--- src/rtl/pwm_if.sv ---
// Register-file to PWM peripheral connection: enable/select/duty inputs and pin drive outputs.
interface pwm_if;
   logic [7:0]  en_reg_out_7_0;
   logic [7:0]  en_reg_out_15_8;
   logic [7:0]  en_reg_pwm_7_0;
   logic [7:0]  en_reg_pwm_15_8;
   logic [7:0]  pwm_duty_cycle;
   logic [15:0] out;
   logic        period_start;

   modport master (
      output en_reg_out_7_0, en_reg_out_15_8, en_reg_pwm_7_0, en_reg_pwm_15_8, pwm_duty_cycle,
      input  out, period_start
   );

   modport slave (
      input  en_reg_out_7_0, en_reg_out_15_8, en_reg_pwm_7_0, en_reg_pwm_15_8, pwm_duty_cycle,
      output out, period_start
   );
endinterface

--- src/rtl/pwm_peripheral.sv ---
// Drives 16 pins low, high or from one shared PWM waveform whose duty is latched
// at each period start so mid-period duty writes never glitch the output.
module pwm_peripheral #(
   parameter int PRESCALE = 13
) (
   input  logic clk,
   input  logic rst,
   pwm_if.slave bus
);

   localparam int PRE_W = (PRESCALE > 1) ? $clog2(PRESCALE) : 1;
   localparam logic [PRE_W-1:0] PRE_MAX = PRE_W'(PRESCALE - 1);

   logic [PRE_W-1:0] pre_cnt_r;
   logic [7:0]       pwm_cnt_r;
   logic [7:0]       duty_sh_r;
   logic [15:0]      out_r;
   logic             period_start_r;

   logic             step_s;
   logic             ps_s;
   logic [7:0]       duty_eff_s;
   logic             pwm_s;
   logic [15:0]      en_out_s;
   logic [15:0]      en_pwm_s;
   logic [15:0]      out_nxt_s;
   logic [PRE_W-1:0] pre_nxt_s;

   // Counter decode, effective duty and next pin values.
   always_comb begin
      en_out_s = {bus.en_reg_out_15_8, bus.en_reg_out_7_0};
      en_pwm_s = {bus.en_reg_pwm_15_8, bus.en_reg_pwm_7_0};
      step_s   = (pre_cnt_r == PRE_MAX);
      ps_s     = (pre_cnt_r == {PRE_W{1'b0}}) && (pwm_cnt_r == 8'd0);
      if (step_s) begin
         pre_nxt_s = {PRE_W{1'b0}};
      end else begin
         pre_nxt_s = pre_cnt_r + {{(PRE_W-1){1'b0}}, 1'b1};
      end
      if (ps_s) begin
         duty_eff_s = bus.pwm_duty_cycle;
      end else begin
         duty_eff_s = duty_sh_r;
      end
      // 0xFF is special-cased so the waveform reaches a true 100%.
      if (duty_eff_s == 8'hFF) begin
         pwm_s = 1'b1;
      end else begin
         pwm_s = (pwm_cnt_r < duty_eff_s);
      end
      out_nxt_s = en_out_s & (~en_pwm_s | {16{pwm_s}});
   end

   // Prescaler, period counter, duty shadow and registered pin drive.
   always_ff @(posedge clk) begin
      if (rst) begin
         pre_cnt_r      <= {PRE_W{1'b0}};
         pwm_cnt_r      <= 8'd0;
         duty_sh_r      <= 8'd0;
         out_r          <= 16'd0;
         period_start_r <= 1'b0;
      end else begin
         pre_cnt_r      <= pre_nxt_s;
         if (step_s) begin
            pwm_cnt_r <= pwm_cnt_r + 8'd1;
         end
         if (ps_s) begin
            duty_sh_r <= bus.pwm_duty_cycle;
         end
         out_r          <= out_nxt_s;
         period_start_r <= ps_s;
      end
   end

   assign bus.out          = out_r;
   assign bus.period_start = period_start_r;

endmodule

--- src/flat_wrapper.sv ---
// flat-port wrapper written by rule: the top's interface ports become plain ports
module pwm_peripheral_flat 
#(
   parameter int PRESCALE = 13
)
  (clk, rst, bus_en_reg_out_7_0, bus_en_reg_out_15_8, bus_en_reg_pwm_7_0, bus_en_reg_pwm_15_8, bus_pwm_duty_cycle, bus_out, bus_period_start);
  pwm_if bus_i ();
  input  logic clk;
  input  logic rst;
  input wire logic [$bits(bus_i.en_reg_out_7_0)-1:0] bus_en_reg_out_7_0;
  input wire logic [$bits(bus_i.en_reg_out_15_8)-1:0] bus_en_reg_out_15_8;
  input wire logic [$bits(bus_i.en_reg_pwm_7_0)-1:0] bus_en_reg_pwm_7_0;
  input wire logic [$bits(bus_i.en_reg_pwm_15_8)-1:0] bus_en_reg_pwm_15_8;
  input wire logic [$bits(bus_i.pwm_duty_cycle)-1:0] bus_pwm_duty_cycle;
  output wire logic [$bits(bus_i.out)-1:0] bus_out;
  output wire logic [$bits(bus_i.period_start)-1:0] bus_period_start;
  assign bus_i.en_reg_out_7_0 = bus_en_reg_out_7_0;
  assign bus_i.en_reg_out_15_8 = bus_en_reg_out_15_8;
  assign bus_i.en_reg_pwm_7_0 = bus_en_reg_pwm_7_0;
  assign bus_i.en_reg_pwm_15_8 = bus_en_reg_pwm_15_8;
  assign bus_i.pwm_duty_cycle = bus_pwm_duty_cycle;
  assign bus_out = bus_i.out;
  assign bus_period_start = bus_i.period_start;
  pwm_peripheral #(.PRESCALE(PRESCALE)) u_core (.clk(clk), .rst(rst), .bus(bus_i));
endmodule
--- config.mk ---
export PLATFORM = sky130hd
export DESIGN_NAME = pwm_peripheral_flat
export DESIGN_NICKNAME = d
export VERILOG_FILES = /design/src/rtl/pwm_if.sv /design/src/rtl/pwm_peripheral.sv /design/src/flat_wrapper.sv
export SDC_FILE = /design/constraint.sdc
export NUM_CORES = 1
export LEC_CHECK = 0
export BUFFER_PORTS_ARGS = -buffer_cell sky130_fd_sc_hd__buf_2
export CORE_ASPECT_RATIO = 1.75
export CORE_UTILIZATION = 44
export DETAILED_ROUTE_END_ITERATION = 12
export GPL_ROUTABILITY_DRIVEN = 0
export MAX_ROUTING_LAYER = met4
export PLACE_DENSITY = 0.75
export SYNTH_ARGS = -nofsm -noshare
export SYNTH_HDL_FRONTEND = slang
export SYNTH_SLANG_ARGS = --single-unit
--- constraint.sdc ---
create_clock -name clk -period 3.1 [get_ports clk]
set_clock_uncertainty 0.15 [all_clocks]
set_input_delay 0.31 -clock clk [delete_from_list [all_inputs] [get_ports clk]]
set_output_delay 0.31 -clock clk [all_outputs]
set_load 0.03 [all_outputs]
==> impl_metrics.json <==
{
  "rows": 29,
  "routedWlPerCell_microns": 14.5,
  "reg2reg_from": "u_core.pwm_cnt_r[1]$_SDFFE_PP0P_",
  "io_pins": 59,
  "drive_gt1_share_pct": 43.6,
  "cpPeakStageDelay_ns": 0.35,
  "grt_pass1_vias": 1605,
  "rsz0062_at_grt": "yes",
  "path_clk_slew_ns": 0.07,
  "drtAntennaViolNets": 0,
  "clockBufferDepth": 2,
  "worstSetupStartpointType": "flop",
  "p_int_uw": 766,
  "hpwlAfterDp_mm": 2.89,
  "r2r_end": "u_core.bus.out[14]$_SDFF_PP0_",
  "final_common_cell": "buf_2",
  "grt_use_total_pct": 22.6,
  "max-cap-violations": 0,
  "multi_input_area_sq_um": 946,
  "cts_tree": "yes",
  "syn_inst": 173,
  "die_area_sq_um": 4090,
  "syn-num-nets": 225,
  "placement.cell_area_sq_um": 2060,
  "period_needed_ns": 3.01,
  "p_switching_uw": 317,
  "path_buf_inv": 4,
  "cts_made_buffers": 5,
  "status": "complete, no violations",
  "regArea_sq_um": 746,
  "root_buffer": "clkbuf_8",
  "drc": 0,
  "setup_viol": 0,
  "grt_overflow": 0,
  "crit_path_end_kind": "flop",
  "critPathTopFamily": "compound AO/OA/AOI/OAI gates",
  "syn-mean-instance-area_sq_um": 9.74,
  "coreArea_sq_um": 3630,
  "syn-cell-area_sq_um": 1690,
  "max_freq_mhz": 332,
  "die_x_microns": 48.8,
  "worstPathMaxFanout": 8,
  "r2r_cells": 14,
  "grt_max_degree": 38,
  "fin_area_sq_um": 2360,
  "powerDensity_nw_per_um2": 459,
  "r2r_setup_slack_ns": 0.09,
  "start_util_pct": 46.4,
  "io_buffers": 58,
  "cts_sinks": 37,
  "wl_mm": 4.31,
  "dr.pass1.iters": 4,
  "dpl.cell_count": 277,
  "p_sw_share_pct": 29.3,
  "fin_util_pct": 65.0,
  "htreeDepth": 2,
  "synthArstFlopShare_pct": 0,
  "n_antenna_cell": 0,
  "pwr-share-comb_pct": 22.9,
  "finalHoldViolations": 0,
  "fin_crit_sh_pct": 97.2,
  "relSlewSlack_pct": 48.9,
  "synth.distinct_cells": 33,
  "p_leak_nw": 1.12,
  "layout_common_cells": "buf_2, dfxtp_1, nor2_1",
  "arrival_ns": 3.06,
  "routed_via_density": 5.36,
  "yosysWarningCount": 0,
  "critPathSlowestCell": "a221oi_4",
  "insertion_delay_ns": 0.28,
  "fp.dieH_microns": 83.9,
  "power_frac_seq_pct": 47.8,
  "hold_start": "bus_en_reg_pwm_15_8[1]",
  "ys_seq_area_share_pct": 43.9,
  "hold_path_depth": 2,
  "min_to": "u_core.bus.out[9]$_SDFF_PP0_",
  "grt_first_pass_wirelength_mm": 6.89,
  "required_ns": 3.14,
  "area_growth_pct": 40.0,
  "antenna_found_initial": 0,
  "hold_path.class": "in -> reg",
  "irDropWorstVdd_v": 0.000345,
  "synth_ff_type": "dfxtp_1",
  "path_class": "reg -> reg",
  "pwr-share-clk_pct": 29.3,
  "cts_hold_repair.buffers": 0,
  "maxSlewViolCount": 0,
  "tightest_slew_ns": 0.767,
  "ys_seq_elements": 37,
  "instances_no_fill": 296,
  "nets": 301,
  "drtIter0Drc": 22,
  "synth_edf_count": 0,
  "path_cells": "inv_2 > ha_4 > nor4b_4 > nand3_2 > buf_12 > mux2i_4 > ha_4 > a21o_1 > a21o_1 > a221oi_4 > buf_4 > o31ai_4 > buf_6 > a311oi_1",
  "via_count": 1586,
  "nFillCells": 317
}
==> stage by stage <==
stage | hold WS (ns) | total power, mW | worst slack (ns) | TNS (ns)
after global placement | 0.355 | 0.723 | -0.0152 | -0.0918
after floorplan | 0.266 | 0.655 | 0.149 | 0
after CTS | 0.0500 | 1.07 | 0.00336 | 0
after detailed placement | 0.356 | 0.727 | -0.102 | -1.08
after global routing | 0.0532 | 1.14 | -0.0552 | -0.341
final | 0.0640 | 1.08 | 0.0854 | 0
==> cells in the mapped netlist (2+ instances only) <==
library cell | number | area [sq um]
nor2_1 | 23 | 86.3
xor2_1 | 2 | 17.5
dfxtp_1 | 37 | 741
a311oi_1 | 17 | 149
inv_1 | 22 | 82.6
nand3_1 | 3 | 15.0
nor3_1 | 4 | 20.0
nor2b_1 | 2 | 12.5
nand4_1 | 6 | 37.5
a31oi_1 | 2 | 12.5
nor3b_1 | 2 | 15.0
xnor2_1 | 6 | 52.6
mux2i_1 | 8 | 80.1
a21oi_1 | 3 | 15.0
buf_2 | 2 | 10.0
a21o_1 | 4 | 30.0
ha_1 | 10 | 125
nand2_1 | 2 | 7.51
clkbuf_1 | 3 | 11.3
and4_1 | 2 | 17.5
==> routing by layer <==
metal  vias up  GRT usage, %  wire length [microns]
met2        49          44.7                   2550
met4         0          9.63                    112
met3        10          4.19                    154
met5         -             -                      0
met1       757          19.8                   1490
li1        770             -                      -
==> cell type report <==
cell class                 instances  share of cell area [%]
clock buffer                       6                    3.08
clock inverter                     2                   0.424
multi-input combinational        107                    40.1
timing repair buffer              76                    18.9
sequential                        37                    31.6
tap                               46                    2.44
inverter                          22                    3.50
==> power by group through the flow <==
stage / clock, mW / combinational (mW) / sequential [mW]
after floorplan: 0 / 0.101 / 0.554
after global placement: 0 / 0.197 / 0.527
after CTS: 0.326 / 0.230 / 0.516
final: 0.318 / 0.248 / 0.517
after detailed placement: 0 / 0.200 / 0.527
after global routing: 0.349 / 0.267 / 0.520
==> cell families (layout without fill, tap and decap cells) <==
| family | Yosys count | after routing | share of synthesized area, % |
|---|---|---|---|
| mux | 8 | 8 | 4.75 |
| fa+ha+maj | 10 | 10 | 7.42 |
| compound gates | 33 | 34 | 16.6 |
| flops | 37 | 37 | 43.9 |
| buf+inv | 30 | 106 | 7.50 |
| simple gates | 47 | 47 | 15.6 |
| xor+xnor | 8 | 8 | 4.16 |
==> state kept, by name (all words and copies together), names as in the netlist <==
register and cells:
u_core.duty_sh_r 8, u_core.bus.period_start 1, u_core.bus.out 16, u_core.pwm_cnt_r 8
u_core.pre_cnt_r 4
==> timing repair <==
item,CTS,global route
gates resized for setup,6,20
endpoints found under the setup margin,16,16
cloned,1,0
setup buffers,9,1
pin swaps,3,12
endpoints found under the hold margin,0,0
==> worst max path at each step <==
stage / startpoint / to / depth (start not counted)
after floorplan: u_core.pre_cnt_r[0]$_SDFF_PP0_ / u_core.bus.out[10]$_SDFF_PP0_ / 13
after global placement: u_core.pwm_cnt_r[1]$_SDFFE_PP0P_ / u_core.bus.out[1]$_SDFF_PP0_ / 12
after detailed placement: u_core.pwm_cnt_r[1]$_SDFFE_PP0P_ / u_core.bus.out[5]$_SDFF_PP0_ / 12
after CTS: u_core.pre_cnt_r[0]$_SDFF_PP0_ / u_core.bus.out[10]$_SDFF_PP0_ / 14
after global routing: u_core.pwm_cnt_r[1]$_SDFFE_PP0P_ / u_core.bus.out[7]$_SDFF_PP0_ / 14
final: u_core.pwm_cnt_r[1]$_SDFFE_PP0P_ / u_core.bus.out[14]$_SDFF_PP0_ / 14
No activity file was read; power rests on OpenSTA's default activity.
